### config.mk
export PLATFORM = sky130hd
export DESIGN_NAME = mult_div_unit
export DESIGN_NICKNAME = d
export VERILOG_FILES = /design/src/rtl/muldiv_pkg.sv /design/src/rtl/muldiv_core.sv /design/src/rtl/mult_div_unit.sv
export SDC_FILE = /design/constraint.sdc
export NUM_CORES = 1
export LEC_CHECK = 0
export ABC_AREA = 1
export CAP_MARGIN = 25
export CORE_UTILIZATION = 45
export DETAILED_ROUTE_END_ITERATION = 8
export PLACE_DENSITY = 0.76
export SLEW_MARGIN = 20
export SYNTH_ARGS = -nofsm -noshare
export SYNTH_HDL_FRONTEND = slang
export SYNTH_HIERARCHICAL = 1
export SYNTH_SLANG_ARGS = --single-unit
export TNS_END_PERCENT = 100
### constraint.sdc
create_clock -name Clk -period 8.8 [get_ports Clk]
set_input_delay 2.64 -clock Clk [delete_from_list [all_inputs] [get_ports Clk]]
set_output_delay 2.64 -clock Clk [all_outputs]
set_load 0.005 [all_outputs]
### src/rtl/muldiv_pkg.sv
// Shared encodings for the multiply/divide unit: op codes, FSM states, counter width.
package muldiv_pkg;

  // Op encodings; Op[0] selects divide, Op[1] selects signed
  localparam logic [1:0] OP_MULTU = 2'b00;
  localparam logic [1:0] OP_DIVU  = 2'b01;
  localparam logic [1:0] OP_MULT  = 2'b10;
  localparam logic [1:0] OP_DIV   = 2'b11;

  // FSM state encoding
  localparam logic [1:0] S_IDLE = 2'd0;
  localparam logic [1:0] S_MUL  = 2'd1;
  localparam logic [1:0] S_DIV  = 2'd2;
  localparam logic [1:0] S_DONE = 2'd3;

  // Iteration counter width for the default 32-bit datapath
  localparam int unsigned WIDTH_DEF = 32;
  localparam int unsigned CNT_W     = $clog2(WIDTH_DEF + 1);

  function automatic logic op_is_div(input logic [1:0] op);
    return (op == OP_DIVU) || (op == OP_DIV);
  endfunction

endpackage

### src/rtl/muldiv_core.sv
// Shared 2*WIDTH accumulator with one shift-add (multiply) or one restoring
// step (divide) per enable. Accumulator layout is {upper, lower} for both:
// multiply {partial product, remaining multiplier}, divide {remainder, quotient}.
module muldiv_core import muldiv_pkg::*; #(
  parameter int unsigned WIDTH = 32
) (
  input  logic               i_clk,
  input  logic               i_rst,
  input  logic               i_load,
  input  logic               i_load_div,
  input  logic [WIDTH-1:0]   i_a,
  input  logic [WIDTH-1:0]   i_b,
  input  logic               i_step,
  output logic [2*WIDTH-1:0] o_acc_next
);

  logic [2*WIDTH-1:0] r_acc;
  logic [WIDTH-1:0]   r_opnd;
  logic               r_div;

  logic [WIDTH:0]     w_sum;
  logic [2*WIDTH-1:0] w_mul_next;
  logic [WIDTH:0]     w_rem_sh;
  logic               w_ge;
  logic [WIDTH-1:0]   w_sub;
  logic [2*WIDTH-1:0] w_div_next;

  // One iteration of either algorithm, selected by the latched mode
  always_comb begin
    w_sum      = {1'b0, r_acc[2*WIDTH-1:WIDTH]} + {1'b0, r_opnd};
    w_mul_next = r_acc[0] ? {w_sum, r_acc[WIDTH-1:1]} : {1'b0, r_acc[2*WIDTH-1:1]};
    w_rem_sh   = r_acc[2*WIDTH-1:WIDTH-1];
    w_ge       = (w_rem_sh >= {1'b0, r_opnd});
    // When w_ge holds the difference is below the divisor, so W bits suffice
    w_sub      = w_rem_sh[WIDTH-1:0] - r_opnd;
    w_div_next = w_ge ? {w_sub, r_acc[WIDTH-2:0], 1'b1}
                      : {w_rem_sh[WIDTH-1:0], r_acc[WIDTH-2:0], 1'b0};
    o_acc_next = r_div ? w_div_next : w_mul_next;
  end

  // Operand capture on load, one step per enable otherwise
  always_ff @(posedge i_clk or posedge i_rst) begin
    if (i_rst) begin
      r_acc  <= '0;
      r_opnd <= '0;
      r_div  <= 1'b0;
    end else if (i_load) begin
      r_acc  <= i_load_div ? {{WIDTH{1'b0}}, i_a} : {{WIDTH{1'b0}}, i_b};
      r_opnd <= i_load_div ? i_b : i_a;
      r_div  <= i_load_div;
    end else if (i_step) begin
      r_acc  <= o_acc_next;
    end
  end

endmodule

### src/rtl/mult_div_unit.sv
// Multi-cycle multiply/divide unit owning HI/LO. FSM, iteration counter, HI/LO,
// MTHI/MTLO path and sign handling live here; the datapath is muldiv_core.
// Optional signed ops (Op 10/11) enabled by defining MULDIV_SIGNED_EN.
module mult_div_unit import muldiv_pkg::*; #(
  parameter int unsigned WIDTH = 32
) (
  input  logic             Clk,
  input  logic             Rst,
  input  logic             Start,
  input  logic [1:0]       Op,
  input  logic [WIDTH-1:0] A,
  input  logic [WIDTH-1:0] B,
  input  logic             MtHi,
  input  logic             MtLo,
  output logic [WIDTH-1:0] Hi,
  output logic [WIDTH-1:0] Lo,
  output logic             Busy,
  output logic             Done,
  output logic             DivZero
);

  localparam int unsigned LP_CNT_W = $clog2(WIDTH + 1);

  logic [1:0]          r_state;
  logic [LP_CNT_W-1:0] r_cnt;
  logic [WIDTH-1:0]    r_hi;
  logic [WIDTH-1:0]    r_lo;
  logic                r_div_zero;
  logic                r_b_zero;

  logic                w_start;
  logic                w_op_div;
  logic                w_last;
  logic [WIDTH-1:0]    w_a_mag;
  logic [WIDTH-1:0]    w_b_mag;
  logic [2*WIDTH-1:0]  w_acc_next;
  logic [WIDTH-1:0]    w_res_hi;
  logic [WIDTH-1:0]    w_res_lo;

  assign w_start  = (r_state == S_IDLE) && Start;
  assign w_op_div = op_is_div(Op);
  assign w_last   = ((r_state == S_MUL) || (r_state == S_DIV)) &&
                    (r_cnt == LP_CNT_W'(WIDTH - 1));

`ifdef MULDIV_SIGNED_EN
  logic w_signed;
  logic r_neg_q;
  logic r_neg_r;
  logic [2*WIDTH-1:0] w_prod_neg;

  assign w_signed = (Op == OP_MULT) || (Op == OP_DIV);

  // Magnitudes go to the core; signs are remembered for the final fix-up
  always_comb begin
    w_a_mag = (w_signed && A[WIDTH-1]) ? -A : A;
    w_b_mag = (w_signed && B[WIDTH-1]) ? -B : B;
  end

  // Latch result signs at Start: quotient/product from A^B, remainder from A
  always_ff @(posedge Clk or posedge Rst) begin
    if (Rst) begin
      r_neg_q <= 1'b0;
      r_neg_r <= 1'b0;
    end else if (w_start) begin
      r_neg_q <= w_signed && (A[WIDTH-1] ^ B[WIDTH-1]);
      r_neg_r <= w_signed && A[WIDTH-1];
    end
  end

  // Sign fix-up on the final iteration so HI/LO are correct from DONE onward
  always_comb begin
    w_prod_neg = -w_acc_next;
    if (r_state == S_DIV) begin
      w_res_lo = r_neg_q ? -w_acc_next[WIDTH-1:0] : w_acc_next[WIDTH-1:0];
      w_res_hi = r_neg_r ? -w_acc_next[2*WIDTH-1:WIDTH] : w_acc_next[2*WIDTH-1:WIDTH];
    end else begin
      w_res_lo = r_neg_q ? w_prod_neg[WIDTH-1:0] : w_acc_next[WIDTH-1:0];
      w_res_hi = r_neg_q ? w_prod_neg[2*WIDTH-1:WIDTH] : w_acc_next[2*WIDTH-1:WIDTH];
    end
  end
`else
  // Unsigned only: operands pass straight through
  always_comb begin
    w_a_mag  = A;
    w_b_mag  = B;
    w_res_hi = w_acc_next[2*WIDTH-1:WIDTH];
    w_res_lo = w_acc_next[WIDTH-1:0];
  end
`endif

  muldiv_core #(
    .WIDTH(WIDTH)
  ) u_core (
    .i_clk      (Clk),
    .i_rst      (Rst),
    .i_load     (w_start),
    .i_load_div (w_op_div),
    .i_a        (w_a_mag),
    .i_b        (w_b_mag),
    .i_step     (Busy),
    .o_acc_next (w_acc_next)
  );

  // FSM, iteration counter, HI/LO and DivZero
  always_ff @(posedge Clk or posedge Rst) begin
    if (Rst) begin
      r_state    <= S_IDLE;
      r_cnt      <= '0;
      r_hi       <= '0;
      r_lo       <= '0;
      r_div_zero <= 1'b0;
      r_b_zero   <= 1'b0;
    end else begin
      case (r_state)
        S_IDLE: begin
          if (Start) begin
            r_state    <= w_op_div ? S_DIV : S_MUL;
            r_cnt      <= '0;
            r_div_zero <= 1'b0;
            r_b_zero   <= (B == '0);
          end else begin
            if (MtHi) r_hi <= A;
            if (MtLo) r_lo <= A;
          end
        end
        S_MUL, S_DIV: begin
          r_cnt <= r_cnt + 1'b1;
          if (w_last) begin
            r_state    <= S_DONE;
            r_cnt      <= '0;
            r_hi       <= w_res_hi;
            r_lo       <= w_res_lo;
            r_div_zero <= (r_state == S_DIV) && r_b_zero;
          end
        end
        default: r_state <= S_IDLE;
      endcase
    end
  end

  assign Hi      = r_hi;
  assign Lo      = r_lo;
  assign Busy    = (r_state == S_MUL) || (r_state == S_DIV);
  assign Done    = (r_state == S_DONE);
  assign DivZero = r_div_zero;

endmodule

==> summary.md, run 1 <==
| Metric | Value |
|---|---|
| Synthesized area per cell | `6.12 µm²` |
| Hold/Removal Path Class | `flip-flop to flip-flop` |
| Setup violations, final | `0` |
| CP endpoint kind | `flip-flop` |
| Residual DRC | `0` |
| Rows | `65` |
| Top FF cell, synth | `dfrtp_1` |
| Post-synth EDFFs | `0` |
| DRT Pass-1 Iters | `7` |
| Vias | `16200` |
| DP Wirelength | `40000 µm` |
| Die span in x | `roughly 180 µm` |
| GRT overflow | `0` |
| Die Height | `roughly 180 µm` |
| Type of origin of the critical path | `primary input` |
| Synth Register Bits | `roughly 170` |
| Synth Instances | `2393` |
| Routed wire length | `52600 µm` |
| Critical Path, Cell by Cell | `clkdlybuf4s50_1 > nand2_1 > inv_2 > nor2_2 > buf_4 > nor2_4 > buf_4 > nand2_1 > o221ai_1` |
| Arrival time of the worst setup path | `5290 ps` |
| Vias in the first global route | `15100` |
| Post-CTS Repair Setup Buffers | `0` |
| Top-count cell post-synth | `nand2_1` |
| Number of port buffers | `136` |
| Initial Utilization | `46.1%` |
| Gpl congestion | `1.02` |
| Crit path max fanout | `44` |
| Post-route insts no fill | `between 2000 and 3000` |
| Largest net degree at the start of global routing | `103` |
| Max_slew headroom | `31.2%` |
| Initial drt markers | `1927` |
| CTS HTree Levels | `4` |
| Max-slew violations | `0` |
| Fin crit share | `56.2%` |
| R2R setup slack | `5250 ps` |
| Core ar. | `0.0318 mm²` |
| Share of the synthesized area in the top cell type | `29.2%` |
| CTS tree | `built` |
| Area Overhead vs Synth | `15.2%` |
| CP Class | `primary input to flip-flop` |
| Synth cell count leaders | `950 x nand2_1, 320 x inv_1, 171 x dfrtp_1, 167 x nor2_1, 144 x nand3_1` |
| Die area | `approximately 0.033 mm²` |
| Largest area contributor in the netlist | `dfrtp_1` |
| Critical path buffers and inverters | `4` |
| Max-Cap Viols | `0` |
| Final Skew | `16.8 ps` |
| Root buf cell | `clkbuf_16` |
| Post-DR vias/cell | `5.55` |
| Share of cells above drive strength 1 | `4.24%` |
| Syn Std Cell Area | `0.0146 mm²` |
| Global-route wire length before repair | `82300 µm` |
| Highest-delay cell along the critical path | `buf_4` |
| Max Fclk | `202 MHz` |
| Synth cell types | `between 40 and 50` |
| Initial antenna violation count | `0` |
| Crit-path max cell delay | `between 500 and 600 ps` |
| IO Count | `138` |
| CTS sink count | `171` |
| Register area share after synthesis | `29.2%` |
| Antenna Cells | `0` |
| Mapped Nets | `2535` |
| YS warnings | `6` |
| Worst-margin pin slew | `1030 ps` |
| Fin crit period | `4940 ps` |
| Insertion delay to the later sink of the worst-skew pair | `~450 ps` |
| Ys async rst share | `100%` |
| CP top delay family | `buffers and inverters` |
| CTS clk-pin slew, worst paths | `70 ps` |
| Placed cells | `around 2900` |
| Final hold vios | `0` |
| Tot GR Track Use | `roughly a third` |
| Wirelength per Cell | `18.1 µm` |
| Routed Antenna Nets | `0` |
| Critical path data required time | `around 9200 ps` |
| Hold Buf Count CTS | `0` |
| TNS Setup | `0 ps` |
| RSZ-0062 raised after global routing | `false` |
| Nets | `2608` |
| Resize count post-CTS | `0` |
| Maximum clock path buffer count | `2` |
| Status | `complete, no violations` |
| Top cells by area, synth | `dfrtp_1 29%, nand2_1 24%, inv_1 8.2%, ha_1 5.9%, nand3_1 4.9%` |
| CTS Buf Count | `17` |
==> layout by cell type, fill, tap and decap left out, drive strengths merged <==
master,count
clkinv,9
o21ai,143
clkbuf,18
fa,2
dfrtp,171
nor3b,1
and2,12
nand3b,5
clkdlybuf4s50,135
nor3,8
nor2,178
ha,69
o221ai,20
o21bai,9
buf,22
inv,326
o22ai,20
nand4,75
nor4,2
a221o,11
and3,2
o211ai,9
xnor2,8
xor2,10
a21oi,92
or2,5
clkinvlp,1
nand3,152
nand2,963
o31ai,1
==> cells by family after synthesis <==
kind of cell             synth area share (%)
AO/OA/AOI/OAI                            11.9
XOR/XNOR                                 1.08
adder cells (fa/ha/maj)                  6.17
buffers and inverters                    11.5
flip-flops                               29.2
AND/OR/NAND/NOR                          40.1
==> metrics by stage <==
stage	utilization, %	worst slack [ps]	cell area (µm²)	hold WS [ps]
final	53.1	3860	16900	476
after floorplan	-	3630	14600	465
after global routing	53.1	3730	16900	502
after CTS	52.7	3950	16800	479
after global placement	51.0	3510	16200	456
after detailed placement	51.0	3480	16200	462
==> path summary, 6_finish.rpt <==
path	startpoint	end	cells past startpoint
worst max-delay path	Start	u_core/r_acc[22]	9
worst min-delay path	Hi[7]	Hi[7]	2
worst max register to register	r_state[0]	u_core/r_acc[22]	9
worst min register to register	Hi[7]	Hi[7]	2
max in group asynchronous	Rst	u_core/r_acc[47]	4
min in group asynchronous	Rst	u_core/r_acc[4]	2
==> tightest hold or removal path, delay by kind of cell (launching register included) <==
family | cells | cell delay, ps
flops | 1 | 340
simple gates | 2 | 100
==> registers in the layout (all words and copies together) (netlist names) <==
| register | count |
|---|---|
| Hi | 32 |
| u_core/r_div | 1 |
| r_state | 2 |
| DivZero | 1 |
| Lo | 32 |
| u_core/r_acc | 64 |
| r_b_zero | 1 |
| u_core/r_opnd | 32 |
| r_cnt | 6 |
==> layer usage <==
layer  GRT usage [%]  vias to the layer above  wire length (µm)  share of wire [%]
li1                -                     7779                 -                  -
met1            42.7                     7490             22200                 42
met5               0                        -                 0                  0
met4            18.2                        0              2960                5.6
met2            49.5                      750             23400                 44
met3            4.37                      147              4090                7.8
==> area by class of cell <==
cell class / instances / area, µm²
Timing Repair Buffer: 157 / 1600
Clock buffer: 18 / 429
Multi-Input combinational cell: 1797 / 8700
Sequential cell: 171 / 4280
Fill cell: 3180 / 14900
Inverter: 322 / 1210
Tap cell: 435 / 544
Clock inverter: 14 / 111
Power of run 1 is left out: the tool's default activity adds up to more than one toggle a clock period on the data nets, which glitch-free logic cannot reach.
==> inputs of run 2 (changes only) <==
--- a/config.mk
+++ b/config.mk
@@ -9,7 +9,7 @@
 export CAP_MARGIN = 25
 export CORE_UTILIZATION = 45
 export DETAILED_ROUTE_END_ITERATION = 8
-export PLACE_DENSITY = 0.76
+export PLACE_DENSITY = 0.79
 export SLEW_MARGIN = 20
 export SYNTH_ARGS = -nofsm -noshare
 export SYNTH_HDL_FRONTEND = slang
==> constraint.sdc (replaced) <==
create_clock -name Clk -period 4.5 [get_ports Clk]
set_input_delay 1.35 -clock Clk [delete_from_list [all_inputs] [get_ports Clk]]
set_output_delay 1.35 -clock Clk [all_outputs]
set_load 0.005 [all_outputs]
==> summary.md, run 2 (same netlist as run 1, synthesis figures left out) <==
| Metric | Value |
|---|---|
| Gpl congestion | `1.03` |
| Hold/Removal Path Class | `flip-flop to flip-flop` |
| TNS Setup | `0 ps` |
| Rows | `65` |
| Die span in x | `182 µm` |
| Hold Buf Count CTS | `0` |
| DP Wirelength | `40800 µm` |
| Max-slew violations | `0` |
| Placed cells | `2883` |
| Die area | `0.0333 mm²` |
| Antenna Cells | `0` |
| Status | `complete, no violations` |
| Die Height | `between 150 and 200 µm` |
| Number of port buffers | `around 140` |
| Worst-margin pin slew | `1060 ps` |
| Most flops, register | `u_core/r_acc` |
| Core ar. | `0.0318 mm²` |
| Post-route insts no fill | `2915` |
| Critical Path, Cell by Cell | `inv_1 > ha_1 > nand2_1 > nor2_2 > nand2_1 > nand3_1 > inv_1 > nand2_2 > nand2_2 > nand2_4 > nand3_1 > nand3_1 > and2_1 > nand2_1 > nand2_1 > nand4_1 > nand2_1` |
| Most common cell after layout, fill and taps aside | `nand2_1` |
| Initial Utilization | `46.1%` |
| IO Count | `138` |
| Nets | `2610` |
| Tot GR Track Use | `32.1%` |
| Final hold vios | `0` |
| Fin crit share | `72.9%` |
| Maximum clock path buffer count | `2` |
| CTS sink count | `171` |
| CTS tree | `built` |
| Initial antenna violation count | `0` |
| Insertion delay to the later sink of the worst-skew pair | `450 ps` |
| Critical Path Most Common Cell | `nand2_1` |
| Highest-delay cell along the critical path | `ha_1` |
| GRT overflow | `0` |
| Setup violations, final | `0` |
| CTS Buf Count | `17` |
| CP Class | `flip-flop to flip-flop` |
| Vias in the first global route | `15100` |
| CTS HTree Levels | `4` |
| Fin crit period | `~3300 ps` |
| Max Fclk | `305 MHz` |
| Root buf cell | `clkbuf_16` |
| Resize count post-CTS | `0` |
| Wirelength per Cell | `18.1 µm` |
| Crit path max fanout | `33` |
| CP endpoint kind | `flip-flop` |
| Residual DRC | `0` |
| Largest net degree at the start of global routing | `102` |
| CTS clk-pin slew, worst paths | `70 ps` |
| Largest register FFs | `64` |
| Final Skew | `10.4 ps` |
| RSZ-0062 raised after global routing | `false` |
| Initial drt markers | `about 1700` |
| CP top delay family | `simple AND/OR/NAND/NOR gates` |
| Critical path data required time | `just under 5000 ps` |
| Routed Antenna Nets | `0` |
| Global-route wire length before repair | `82300 µm` |
| Area Overhead vs Synth | `15.7%` |
| Post-CTS Repair Setup Buffers | `0` |
| Crit-path max cell delay | `470 ps` |
| Vias | `16200` |
| DRT Pass-1 Iters | `5` |
| Type of origin of the critical path | `flip-flop` |
| Max-Cap Viols | `0` |
| Arrival time of the worst setup path | `3670 ps` |
| Most frequent cells in the layout | `950 x nand2_1, 316 x inv_1, 170 x dfrtp_1` |
| Post-DR vias/cell | `around 5.6` |
| Max_slew headroom | `between 20 and 30%` |
| Share of cells above drive strength 1 | `under 10%` |
| Critical path buffers and inverters | `2` |
| Routed wire length | `between 50000 and 60000 µm` |
[run 2: final cells by class]
cell class / count / area (µm²)
clock inverters: 14 / 188
multi-input cells: 1797 / 8700
flip-flops and latches: 171 / 4280
clock buffers: 17 / 425
well taps: 435 / 544
repair buffers: 159 / 1590
fillers: 3128 / 14900
inverters: 322 / 1210
[run 2: worst paths after layout]
kind | start | to | slack [ps] | cells past startpoint
min in group asynchronous | Rst | u_core/r_acc[4] | 1370 | 2
setup / recovery | u_core/r_opnd[16] | Hi[31] | 1220 | 17
hold reg to reg | Hi[4] | Hi[4] | 470 | 2
hold / removal | Hi[4] | Hi[4] | 470 | 2
max in group asynchronous | Rst | Hi[19] | 2290 | 3
setup reg to reg | u_core/r_opnd[16] | Hi[31] | 1220 | 17
[run 2: layer usage]
layer,up-vias,share of wire (%),global-route usage [%]
li1,7779,-,-
met2,770,46,51.8
met3,119,7.8,5.17
met1,7525,43,42.7
met5,-,0,0
met4,0,4.1,13.1
[run 2: through the flow]
stage,hold WS (ps),worst slack [ps],instance area [µm²],utilization (%)
CTS,476,1310,16900,53.2
detailed placement,458,910,16300,51.3
floorplan,465,616,14600,-
global route,493,1110,16900,53.3
finish,470,1220,16900,53.3
global placement,456,967,16300,51.2
[run 2: worst reg2reg max path: stages (launching register included)]
cell and delay (ps):
dfrtp_1 390, inv_1 130, ha_1 470, nand2_1 150, nor2_2 160, nand2_1 70, nand3_1 120, inv_1 90
nand2_2 100, nand2_2 150, nand2_4 380, nand3_1 210, nand3_1 150, and2_1 140, nand2_1 60, nand2_1 210
nand4_1 130, nand2_1 110
Power of run 2 is left out for the same reason.
